==> src/rtl/uart_tx_fifo.sv <==
// uart_tx_fifo: byte FIFO between the memory-mapped UART data register and the UART transmitter
// Ports: clk, rst (async active-low); in_data/in_valid/in_ready write side;
//        out_data/out_valid/out_ready read side; count/full/empty occupancy;
//        overflow sticky flag with clr_overflow synchronous clear.
module uart_tx_fifo #(
  parameter int WIDTH  = 8,
  parameter int DEPTH  = 8,
  parameter int ADDR_W = 3
) (
  input  logic              clk,
  input  logic              rst,
  input  logic [WIDTH-1:0]  in_data,
  input  logic              in_valid,
  output logic              in_ready,
  output logic [WIDTH-1:0]  out_data,
  output logic              out_valid,
  input  logic              out_ready,
  output logic [ADDR_W:0]   count,
  output logic              full,
  output logic              empty,
  output logic              overflow,
  input  logic              clr_overflow
);
  logic [WIDTH-1:0] r_mem [DEPTH];
  logic [ADDR_W:0]  r_wr_ptr, r_rd_ptr;
  logic             r_overflow;
  logic             w_push, w_pop;
  // Pointers carry one extra MSB so full and empty are distinguishable when the low bits match.
  assign empty     = r_wr_ptr == r_rd_ptr;
  assign full      = (r_wr_ptr[ADDR_W] != r_rd_ptr[ADDR_W]) && (r_wr_ptr[ADDR_W-1:0] == r_rd_ptr[ADDR_W-1:0]);
  assign count     = r_wr_ptr - r_rd_ptr;
  assign in_ready  = !full;
  assign out_valid = !empty;
  assign out_data  = r_mem[r_rd_ptr[ADDR_W-1:0]];
  assign overflow  = r_overflow;
  assign w_push    = in_valid && in_ready;
  assign w_pop     = out_valid && out_ready;
  always_ff @(posedge clk)
    if (w_push) r_mem[r_wr_ptr[ADDR_W-1:0]] <= in_data;
  always_ff @(posedge clk or negedge rst)
    if (!rst) begin
      r_wr_ptr   <= '0;
      r_rd_ptr   <= '0;
      r_overflow <= 1'b0;
    end else begin
      if (w_push) r_wr_ptr <= r_wr_ptr + 1'b1;
      if (w_pop) r_rd_ptr <= r_rd_ptr + 1'b1;
      // A dropped write sets the flag even if software clears it in the same cycle.
      r_overflow <= (in_valid && !in_ready) ? 1'b1 : clr_overflow ? 1'b0 : r_overflow;
    end
endmodule

==> config.mk <==
export PLATFORM = sky130hd
export DESIGN_NAME = uart_tx_fifo
export DESIGN_NICKNAME = d
export VERILOG_FILES = /design/src/rtl/uart_tx_fifo.sv
export SDC_FILE = /design/constraint.sdc
export NUM_CORES = 1
export LEC_CHECK = 0
export BUFFER_PORTS_ARGS = -buffer_cell sky130_fd_sc_hd__buf_2
export CAP_MARGIN = 20
export CORE_MARGIN = 1
export CORE_UTILIZATION = 44
export CTS_CLUSTER_DIAMETER = 200
export DETAILED_ROUTE_END_ITERATION = 10
export PLACE_DENSITY = 0.61
export SYNTH_ARGS = -nofsm -noshare
export SYNTH_HDL_FRONTEND = slang
export SYNTH_SLANG_ARGS = --single-unit
==> constraint.sdc <==
create_clock -name clk -period 3.3 [get_ports clk]
set_input_delay 0.165 -clock clk [delete_from_list [all_inputs] [get_ports clk]]
set_output_delay 0.165 -clock clk [all_outputs]
set_load 0.01 [all_outputs]
* After elaboration in Yosys (flattened, before gate mapping)
Memory sizes are Yosys's and may differ from the RTL's.
Cells that the tools add are included.
** Storage, ports and cells
- Register bits :: 9
- Memory bits (writable) :: 64
- Bits of input ports :: 13
- Memories kept :: 1
** Memories
- r_mem :: words 8, width 8, rd ports 1, clocked after memory_dff 0, wr ports 1, line 24 : logic [WIDTH-1:0] r_mem [DEPTH];
** Operators by class
- Add/sub/neg operators :: 3
- Equal/unequal tests :: 3
- Muxes and demuxes :: 4
- Reductions and logical operators :: 7
** Operators by type and width (count)
- $add 4x1->4 const B :: 2
- $eq 4x4->1 :: 1
- $logic_and 1x1->1 :: 4
- $mux 1 :: 4
- $sub 4x4->4 :: 1
- $eq 3x3->1 :: 1
- $logic_not 1->1 :: 2
- $reduce_bool 2->1 :: 1
- $ne 1x1->1 :: 1

* Depth between registers and ports, before layout
- Word-level depth :: 6
- Gate-level depth with buffers :: 9

* Least setup slack after synthesis
OpenSTA, ideal clock, no wires.
- Kind :: reg2reg
- Start :: register r_rd_ptr[1]
- End :: memory r_mem[0][0], enable pin
- Library setup time :: 0.395 ns
- Data arrival time :: 2.386 ns
- Required time :: 2.905 ns
- Slack :: 0.519 ns
- Cell stages (with the launch flop) :: 9
- Path buffers :: 2
- Clock period less this slack :: 2.781 ns
- Cells stage by stage :: dfrtp_1 -> buf_2 -> buf_2 -> inv_1 -> ha_1 -> nand3_1 -> nand2b_2 -> nand2_4 -> nor4_1
** Between the ends
- Cells in the longest elaborated chain, start to end :: 6
** Ends and longest elaborated chain
- start, declared :: line 25 : logic [ADDR_W:0] r_wr_ptr, r_rd_ptr;
- start signal, assigned :: line 47 : if (w_pop) r_rd_ptr <= r_rd_ptr + 1'b1;
- $eq 3x3->1 :: line 30 : assign full = (r_wr_ptr[ADDR_W] != r_rd_ptr[ADDR_W]) && (r_wr_ptr[ADDR_W-1:0] == r_rd_ptr[ADDR_W-1:0]);
- $logic_and 1x1->1 :: line 30
- $logic_not 1->1 :: line 32 : assign in_ready = !full;
- named net in_ready :: line 14 : output logic in_ready,
- $logic_and 1x1->1 :: line 36 : assign w_push = in_valid && in_ready;
- $mux 1 :: line 39 : if (w_push) r_mem[r_wr_ptr[ADDR_W-1:0]] <= in_data;
- $mux 1 (not written as such) :: line 39
- end, declared :: line 24
The timed path passes the listed nets, and every way through them passes these cells.

* Worst setup path after layout
- Start :: register r_rd_ptr[2]
- End :: memory r_mem[6][1], enable pin
** Between the ends
- Cells in the longest elaborated chain, start to end :: 6
** Ends and longest elaborated chain (line)
- $eq 3x3->1 :: 30
- $logic_and 1x1->1 :: 30
- $logic_not 1->1 :: 32
- $logic_and 1x1->1 :: 36
- $mux 1 :: 39
- $mux 1 (not written as such) :: 39
Every way passes these cells.

==> impl_metrics.ini <==
[timing]
setup_tns_ps = 0
worst_pin_slew_ps = 712.5
slew_violations = 0
grt_setup_unrepaired = false
holdWs_ps = 108.3
skew_ps = 15.05
max-slew-margin-rel_pct = 52.32
period_needed_ps = 2590
fmax_mhz = 386.1
period_share_pct = 78.48
setup_violations = 0
hold_violations = 0

[routing]
wl_per_cell_um = 18.57
via_per_inst = 5.124
wl_met1_um = 2598
dr.pass1.iters = 4
wl_um = 5553
drc = 0
drtIter0Drc = 79
drtAntennaViolNets = 0
dr_wl_met3_um = 192
via_count = 1532
maxUsedRoutingLayer = met4
routed-wl-met2_um = 2641

[setup_path]
crit_start = r_rd_ptr[2]
critical-path-top-delay-family = simple AND/OR/NAND/NOR gates
crit-reg2reg-launch = r_rd_ptr[2]
crit_path_start_kind = register
path_max_fanout = 11
crit_path_end_kind = register
crit_chain = clkinv_1 > ha_1 > nand3_1 > o211ai_2 > nor2_1
crit_type = register to register
slowest_stage = nor2_1
critPathRequiredTime_ps = 3280
worstPathArrival_ps = 2570
critPathMaxStageDelay_ps = 590
worst-path-buf-inv = 1

[global_routing]
grt_pass1_vias = 1640
grt_antenna_before_repair = 0
grt_pass1_wl_um = 8907
grtUsageTotal_pct = 17.41
overflow = 0
grt_start_max_net_pins = 21

[floorplanning]
core-area_um2 = 6756
io_pins = 30
die_area_um2 = 7281
die_x_um = 85.33
start_util_pct = 45.22
die_h_um = 85.33
core.rowCount = 30

[layout]
nets = 234
post_route_cells_drive_above_1_share_pct = 30.14
antenna_cells = 0
stdcell_count = 299
final_core_util_pct = 53.04
syn_to_final_growth_pct = 17.28

[logic_synthesis]
syn_nets = 190
syn-instance-count = 171
synth_cell_types = 30
yosysWarnings = 0
synthArstFlopShare_pct = 12.33
synth_area_um2 = 3055
synth_top_cell_by_area = edfxtp_1
ys_top_cells_by_area = edfxtp_1 (63%), dfrtp_1 (7.4%), mux4_1 (6.9%)
ys_seq_area_share_pct = 70.27
synth_enable_flop_cells = 64
synth.avg_cell_area_um2 = 17.87
yosysTopAreaCellShare_pct = 62.90
synth_ff_type = edfxtp_1
synth-seq-cells = 73

[pwr]
p_leak_uw = 0.001367
worst_ir_drop_vdd_v = 0.0004526
p_per_area_nw_per_um2 = 971.0
power.total_uw = 3480

[placed_design]
dpl.hpwl_um = 3945
portBuffers = 29
globalplace.congestion = 0.7903
dpl.cell_count = 282

[min_path]
hold_start = in_data[0]
worstHoldPathType = primary input to register

[job]
drv_cap = 0

[outcome]
status = complete, no violations

[clock_network]
clk_latency_ps = 350
cts.sinks = 73
cts_tree = yes
max-clock-path-buffers = 2
cts.clk_slew.worst_paths_ps = 70
post_cts_buffers = 0
root_buffer = clkbuf_8
h-tree-depth = 3
cts_buffers = 9
cell type report:
cell class	count	area (um^2)
Sequential cell	73	2147
Inverter	10	37.54
Timing Repair Buffer	38	217.7
Clock buffer	10	127.6
Fill cell	544	3173
Clock inverter	5	128.9
Multi-Input combinational cell	83	824.5
Tap cell	80	100.1
power breakdown:
| group | internal [uW] | switching [uW] | total [uW] |
|---|---|---|---|
| logic | 582 | 701 | 1280 |
| clock network | 576 | 309 | 885 |
| registers | 1190 | 117 | 1310 |
| total | 2350 | 1130 | 3480 |
final timing paths:
path / slack (ps) / cells after the start / to
max in group asynchronous: 2900 / 2 / r_wr_ptr[2]
worst max-delay path: 710 / 5 / r_mem[6][1]
worst min register to register: 530 / 2 / overflow
worst min-delay path: 110 / 1 / r_mem[7][0]
worst max register to register: 710 / 5 / r_mem[6][1]
min in group asynchronous: 210 / 2 / r_rd_ptr[1]
cell families (layout without fill, tap and decap cells):
logic type / after synthesis / after routing / synth area share [%]
buffers and inverters: 15 / 63 / 2.743
xor gates and xnor gates: 10 / 10 / 3.112
muxes: 18 / 18 / 13.51
and+or+nand+nor: 44 / 44 / 6.389
DFF: 73 / 73 / 70.27
adders and majority gates: 6 / 6 / 2.703
AOI/OAI and AO/OA: 5 / 5 / 1.269
cells in the final DEF (no fill, tap or decap), types with 2 or more instances in the layout:
master / n
buf_2: 29
dlygate4sd3_1: 2
clkbuf_8: 9
xnor2_1: 7
dfrtp_1: 9
mux4_1: 8
edfxtp_1: 64
mux4_2: 8
buf_4: 7
inv_1: 9
ha_1: 5
bufinv_16: 4
xor2_1: 2
nand2_1: 28
nand3_1: 4
nor2_1: 3
nor3_1: 4
timing repair:
action | CTS | global route
gates resized for setup | 0 | 0
hold endpoints to repair | 10 | 0
hold buffers | 2 | 0
Yosys cell counts, types with 2 or more instances:
master,n
buf_2,3
dfrtp_1,9
edfxtp_1,64
ha_1,5
inv_1,9
mux4_1,8
mux4_2,8
nand2_1,28
nand3_1,4
nor2_1,3
nor3_1,4
xnor2_1,7
xor2_1,2
flip-flops by register name (all words and copies together) (netlist names):
name	cells
overflow	1
r_mem	64
r_rd_ptr	4
r_wr_ptr	4
metal layers:
metal | up-vias | global-route usage (%)
met5 | - | 0
met4 | 0 | 10.00
met3 | 9 | 3.307
met2 | 27 | 26.03
met1 | 762 | 24.18
li1 | 734 | -
per-stage QoR:
stage	cell area, um^2	worst slack [ps]
2_1_floorplan	3055	519.4
3_3_place_gp	3307	794.2
3_5_place_dp	3307	677.8
4_1_cts	3583	667.1
5_1_grt	3583	462.8
6_report	3583	710.0
Note: power is estimated with default switching activity, not from simulation.
